[config.mk]
export PLATFORM = sky130hd
export DESIGN_NAME = updown_step_counter
export DESIGN_NICKNAME = d
export VERILOG_FILES = /design/src/rtl/updown_step_counter.sv
export SDC_FILE = /design/constraint.sdc
export NUM_CORES = 1
export LEC_CHECK = 0
export ABC_AREA = 1
export CAP_MARGIN = 20
export CORE_AREA = 2 2 57 59
export DETAILED_ROUTE_END_ITERATION = 10
export DIE_AREA = 0 0 59 61
export PLACE_DENSITY = 0.75
export SETUP_SLACK_MARGIN = 0.5
export SLEW_MARGIN = 20
export SYNTH_ARGS = -nofsm -noshare
export SYNTH_HDL_FRONTEND = slang
export SYNTH_SLANG_ARGS = --single-unit
export TNS_END_PERCENT = 1
[constraint.sdc]
create_clock -name clock -period 3.02 [get_ports clock]
set_input_delay 0.302 -clock clock [delete_from_list [all_inputs] [get_ports clock]]
set_output_delay 0.302 -clock clock [all_outputs]
set_load 0.02 [all_outputs]
[src/rtl/updown_step_counter.sv]
// Up/down counter with programmable step, wrap or saturate arithmetic and a four-phase
// req/ack handshake per direction. Define UPDOWN_STEP_COUNTER_MATCH_EN to add the match compare.
module updown_step_counter #(
    parameter int unsigned     SIZE        = 8,
    parameter int unsigned     STEP_WIDTH  = 4,
    parameter int unsigned     SATURATE    = 0,
    parameter logic [SIZE-1:0] RESET_VALUE = '0
) (
    input  logic                  clock,
    input  logic                  reset,
    input  logic                  up,
    input  logic                  down,
    input  logic [STEP_WIDTH-1:0] step,
    input  logic                  load,
    input  logic [SIZE-1:0]       data,
    output logic                  upAck,
    output logic                  downAck,
    output logic [SIZE-1:0]       counter,
    output logic                  overflow,
    output logic                  underflow,
    output logic                  error
`ifdef UPDOWN_STEP_COUNTER_MATCH_EN
    ,
    input  logic [SIZE-1:0]       matchValue,
    output logic                  match
`endif
);

    typedef enum logic [1:0] {
        StIdle    = 2'b00,
        StUpAck   = 2'b01,
        StDownAck = 2'b10
    } state_e;

    state_e          state_q, state_d;
    logic [SIZE-1:0] counter_q, counter_d;
    logic            up_ack_q, up_ack_d;
    logic            down_ack_q, down_ack_d;
    logic            overflow_q, overflow_d;
    logic            underflow_q, underflow_d;
    logic            error_q, error_d;

    logic [SIZE-1:0] step_ext;
    logic [SIZE:0]   sum;
    logic [SIZE:0]   diff;

    always_comb begin
        step_ext                 = '0;
        step_ext[STEP_WIDTH-1:0] = step;
        // Top bit of the SIZE+1 result is the carry (sum) or borrow (diff).
        sum  = {1'b0, counter_q} + {1'b0, step_ext};
        diff = {1'b0, counter_q} - {1'b0, step_ext};

        state_d     = state_q;
        counter_d   = counter_q;
        overflow_d  = 1'b0;
        underflow_d = 1'b0;
        error_d     = error_q;

        case (state_q)
            StIdle: begin
                if (up && down) begin
                    error_d = 1'b1;
                end else if (up && !load) begin
                    state_d   = StUpAck;
                    counter_d = sum[SIZE-1:0];
                    if (sum[SIZE]) begin
                        overflow_d = 1'b1;
                        if (SATURATE != 0) counter_d = '1;
                    end
                end else if (down && !load) begin
                    state_d   = StDownAck;
                    counter_d = diff[SIZE-1:0];
                    if (diff[SIZE]) begin
                        underflow_d = 1'b1;
                        if (SATURATE != 0) counter_d = '0;
                    end
                end
            end
            StUpAck: begin
                if (!up) state_d = StIdle;
            end
            StDownAck: begin
                if (!down) state_d = StIdle;
            end
            default: state_d = StIdle;
        endcase

        // Load overrides the count but leaves the handshake alone.
        if (load) counter_d = data;

        up_ack_d   = (state_d == StUpAck);
        down_ack_d = (state_d == StDownAck);
    end

    always_ff @(posedge clock) begin
        if (reset) begin
            state_q     <= StIdle;
            counter_q   <= RESET_VALUE;
            up_ack_q    <= 1'b0;
            down_ack_q  <= 1'b0;
            overflow_q  <= 1'b0;
            underflow_q <= 1'b0;
            error_q     <= 1'b0;
        end else begin
            state_q     <= state_d;
            counter_q   <= counter_d;
            up_ack_q    <= up_ack_d;
            down_ack_q  <= down_ack_d;
            overflow_q  <= overflow_d;
            underflow_q <= underflow_d;
            error_q     <= error_d;
        end
    end

    assign upAck     = up_ack_q;
    assign downAck   = down_ack_q;
    assign counter   = counter_q;
    assign overflow  = overflow_q;
    assign underflow = underflow_q;
    assign error     = error_q;

`ifdef UPDOWN_STEP_COUNTER_MATCH_EN
    logic match_q, match_d;

    always_comb begin
        match_d = (counter_d == matchValue);
    end

    always_ff @(posedge clock) begin
        if (reset) begin
            match_q <= 1'b0;
        end else begin
            match_q <= match_d;
        end
    end

    assign match = match_q;
`endif

endmodule

==> impl_metrics.toml <==
[floorplanning]
boundaryPins = 30
chipWidth_um = 59
dieArea_um2 = 3600
row_count = 20
core_area_um2 = 2950
die_y_um = 61
start_util = 0.388

[clock_tree]
post_cts_buffers = 0
cts_inserted_buffers = 3
cts_resized = 0
htree_levels = 1
path_clk_slew_ps = 100
ctsHoldBuffers = 0
root_buffer = "clkbuf_4"
clock-sinks = 15
cts_tree = "done"
worst_skew_pair.late_latency_ps = 300
cts_buffer_depth = 2

[cells_and_area]
ff_latch_area_um2 = 300
diodes = 0
areaGrowthSynthToFinish_pct = 29.4
nNetsFinal = 228
multiInputGateArea_um2 = 736
n_fill_cell = 304
layout-drive-gt1-share = 0.0900

[synthesis]
synth_area_um2 = 1150
ys_top_cells_by_count = "nand2_1 (37), nor2_1 (25), inv_1 (19), nand3_1 (16), dfxtp_1 (15)"
synth_top_area_share = 0.262
synthTopCellsByArea = "dfxtp_1 (26%), nand2_1 (12%), ha_1 (8.7%), nor2_1 (8.2%), nand3_1 (7.0%)"
yosysMostFrequentCell = "nand2_1"
ys_types = 29
syn-instance-count = 171
async_reset_ff_frac = 0
ys_seq_area_frac = 0.262
synth_edf_count = 0
avgSynthCellArea_um2 = 6.70
ys_warn_count = 0
yosysTopAreaCell = "dfxtp_1"
ys.flop_type = "dfxtp_1"
ys_ff_latch = 15
synthesis.nets = 198

[timing]
period_minus_slack_ps = 1840
finalMaxSlewViolations = 0
worst_slack_ps = 1180
relSlewSlack = 0.602
skew_ps = 9.00
setup_viol = 0
tns_ps = 0
period_share = 0.608
tightest_slew_ps = 595
rsz0062_at_grt = "no"
clock.fmax_ghz = 0.544
hold_viol = 0

[grt]
antenna_found_initial = 0
grt_max_degree = 14
gr-total-overflow = 0
grt_pass1_wl_mm = 4.36
grt_pass1_vias = 1027
grt_use_total = 0.160

[placed_design]
port_buffers = 29
gp_congestion = 0.828
hpwl_mm = 1.95
dp_slack_ps = 886

[pwr]
switching_power_uw = 225
seq_power_share = 0.395
p_int_uw = 369
swShare = 0.379
leakage_uw = 0.000690
ir_drop_v = 0.000289
combPwrFrac = 0.399
p_clk_frac = 0.206
powerDensity_nw_per_um2 = 400

[outcome]
outcome = "complete, no violations"

[critical_path]
crit_buf_inv = 2
r2r-start = "counter[0]$_SDFFE_PP0P_"
regToRegSetupSlack_ps = 1210
r2r_cells = 11
max_stage_delay_ps = 430
crit_type = "in2reg"
cp-start-kind = "primary input"
path_depth = 11
crit_family = "adder cells"
required_ps = 3190
cp-endpoint = "counter[4]$_SDFFE_PP0P_"
crit_arrival_ps = 2000
cpMaxStageDelayCell = "clkdlybuf4s50_1"
cp_max_fo = 2
cp-end-kind = "register"
startpoint = "step[0]"
regToRegEndpoint = "counter[4]$_SDFFE_PP0P_"
path_cells = "clkdlybuf4s50_1 -> ha_1 -> fa_1 -> inv_1 -> nand3_1 -> nand2_1 -> nor2_1 -> o21ai_0 -> nand3_1 -> nand2_1 -> a21oi_1"

[drt]
drc = 0
vias = 1167
post_drt_wl_per_cell_um = 10.8
antenna_left = 0
wirelength_mm = 2.51
drt_iter0_markers = 33
first_pass_iters = 4
viasPerCell = 5.01

[worst_hold_path]
min_path_type = "reg2reg"

[job]
cap_violations = 0
[worst min path at each step]
stage	startpoint	end	slack [ps]	cells past startpoint
after detailed placement	error$_SDFFE_PP0P_	error$_SDFFE_PP0P_	470	2
after global placement	error$_SDFFE_PP0P_	error$_SDFFE_PP0P_	460	2
after floorplan	down	error$_SDFFE_PP0P_	470	2
after global routing	error$_SDFFE_PP0P_	error$_SDFFE_PP0P_	510	2
after CTS	error$_SDFFE_PP0P_	error$_SDFFE_PP0P_	500	2
final	error$_SDFFE_PP0P_	error$_SDFFE_PP0P_	490	2
[layout make-up]
class	count	share of cell area
multi-input combinational	130	0.496
sequential	15	0.203
timing repair buffer	29	0.196
inverter	22	0.0574
tap	33	0.0278
clock buffer	3	0.0152
clock inverter	1	0.00506
[sequential cells by signal, indices dropped and copies added (netlist names)]
name / flops
overflow: 1
downAck: 1
error: 1
counter: 8
upAck: 1
underflow: 1
state_q: 2
[power by group through the flow]
stage / clock, uW / combinational, uW / sequential (uW)
global placement: 0 / 236 / 239
global route: 137 / 270 / 238
floorplan: 0 / 145 / 251
CTS: 130 / 239 / 235
finish: 122 / 237 / 234
detailed placement: 0 / 238 / 239
[per-stage QoR]
step                       util  area [um^2]  cells  total power, uW  hold WS, ps
after global placement    0.492         1450    229              475          459
after global routing      0.502         1480    233              644          512
after floorplan               -         1150    171              396          466
after CTS                 0.502         1480    233              603          497
after detailed placement  0.492         1450    229              477          466
final                     0.502         1480    233              593          495
[per-layer routing]
layer / routed length, um / part of all wire / global-route usage / vias up
li1: - / - / - / 619
met5: 0 / 0 / 0 / -
met4: 26 / 0.010 / 0.0487 / 0
met1: 1140 / 0.45 / 0.199 / 507
met2: 1150 / 0.46 / 0.268 / 37
met3: 194 / 0.077 / 0.0469 / 4
[cells in the final DEF, fill, tap and decap left out, types with 2 or more instances in the layout]
master           count
clkbuf_4             3
a2111oi_0            2
nand2_1             37
nand3_2              2
nand3_1             16
a21oi_1             12
ha_1                 8
inv_2                2
nor3_1               3
nor2_2               2
nor2_1              25
o21ai_0              6
nand2_2              3
a21oi_2              2
fa_1                 2
o211a_1              2
inv_1               19
clkdlybuf4s50_1     29
dfxtp_1             15
[logic make-up after synthesis]
kind of cell / count (synthesis) / synth area share
AND/OR/NAND/NOR: 91 / 0.360
AO/OA/AOI/OAI: 28 / 0.152
buffers and inverters: 26 / 0.0961
flip-flops: 15 / 0.262
adder cells (fa/ha/maj): 10 / 0.122
XOR/XNOR: 1 / 0.00764
[worst register-to-register path, stage by stage (launching register included)]
cell     delay, ps
dfxtp_1        390
inv_1           60
ha_1           190
fa_1           400
inv_1           90
nand3_1         90
nand2_1         80
nor2_1          30
o21ai_0        160
nand3_1         80
nand2_1         60
a21oi_1         50
No activity file was read; power rests on OpenSTA's default activity.
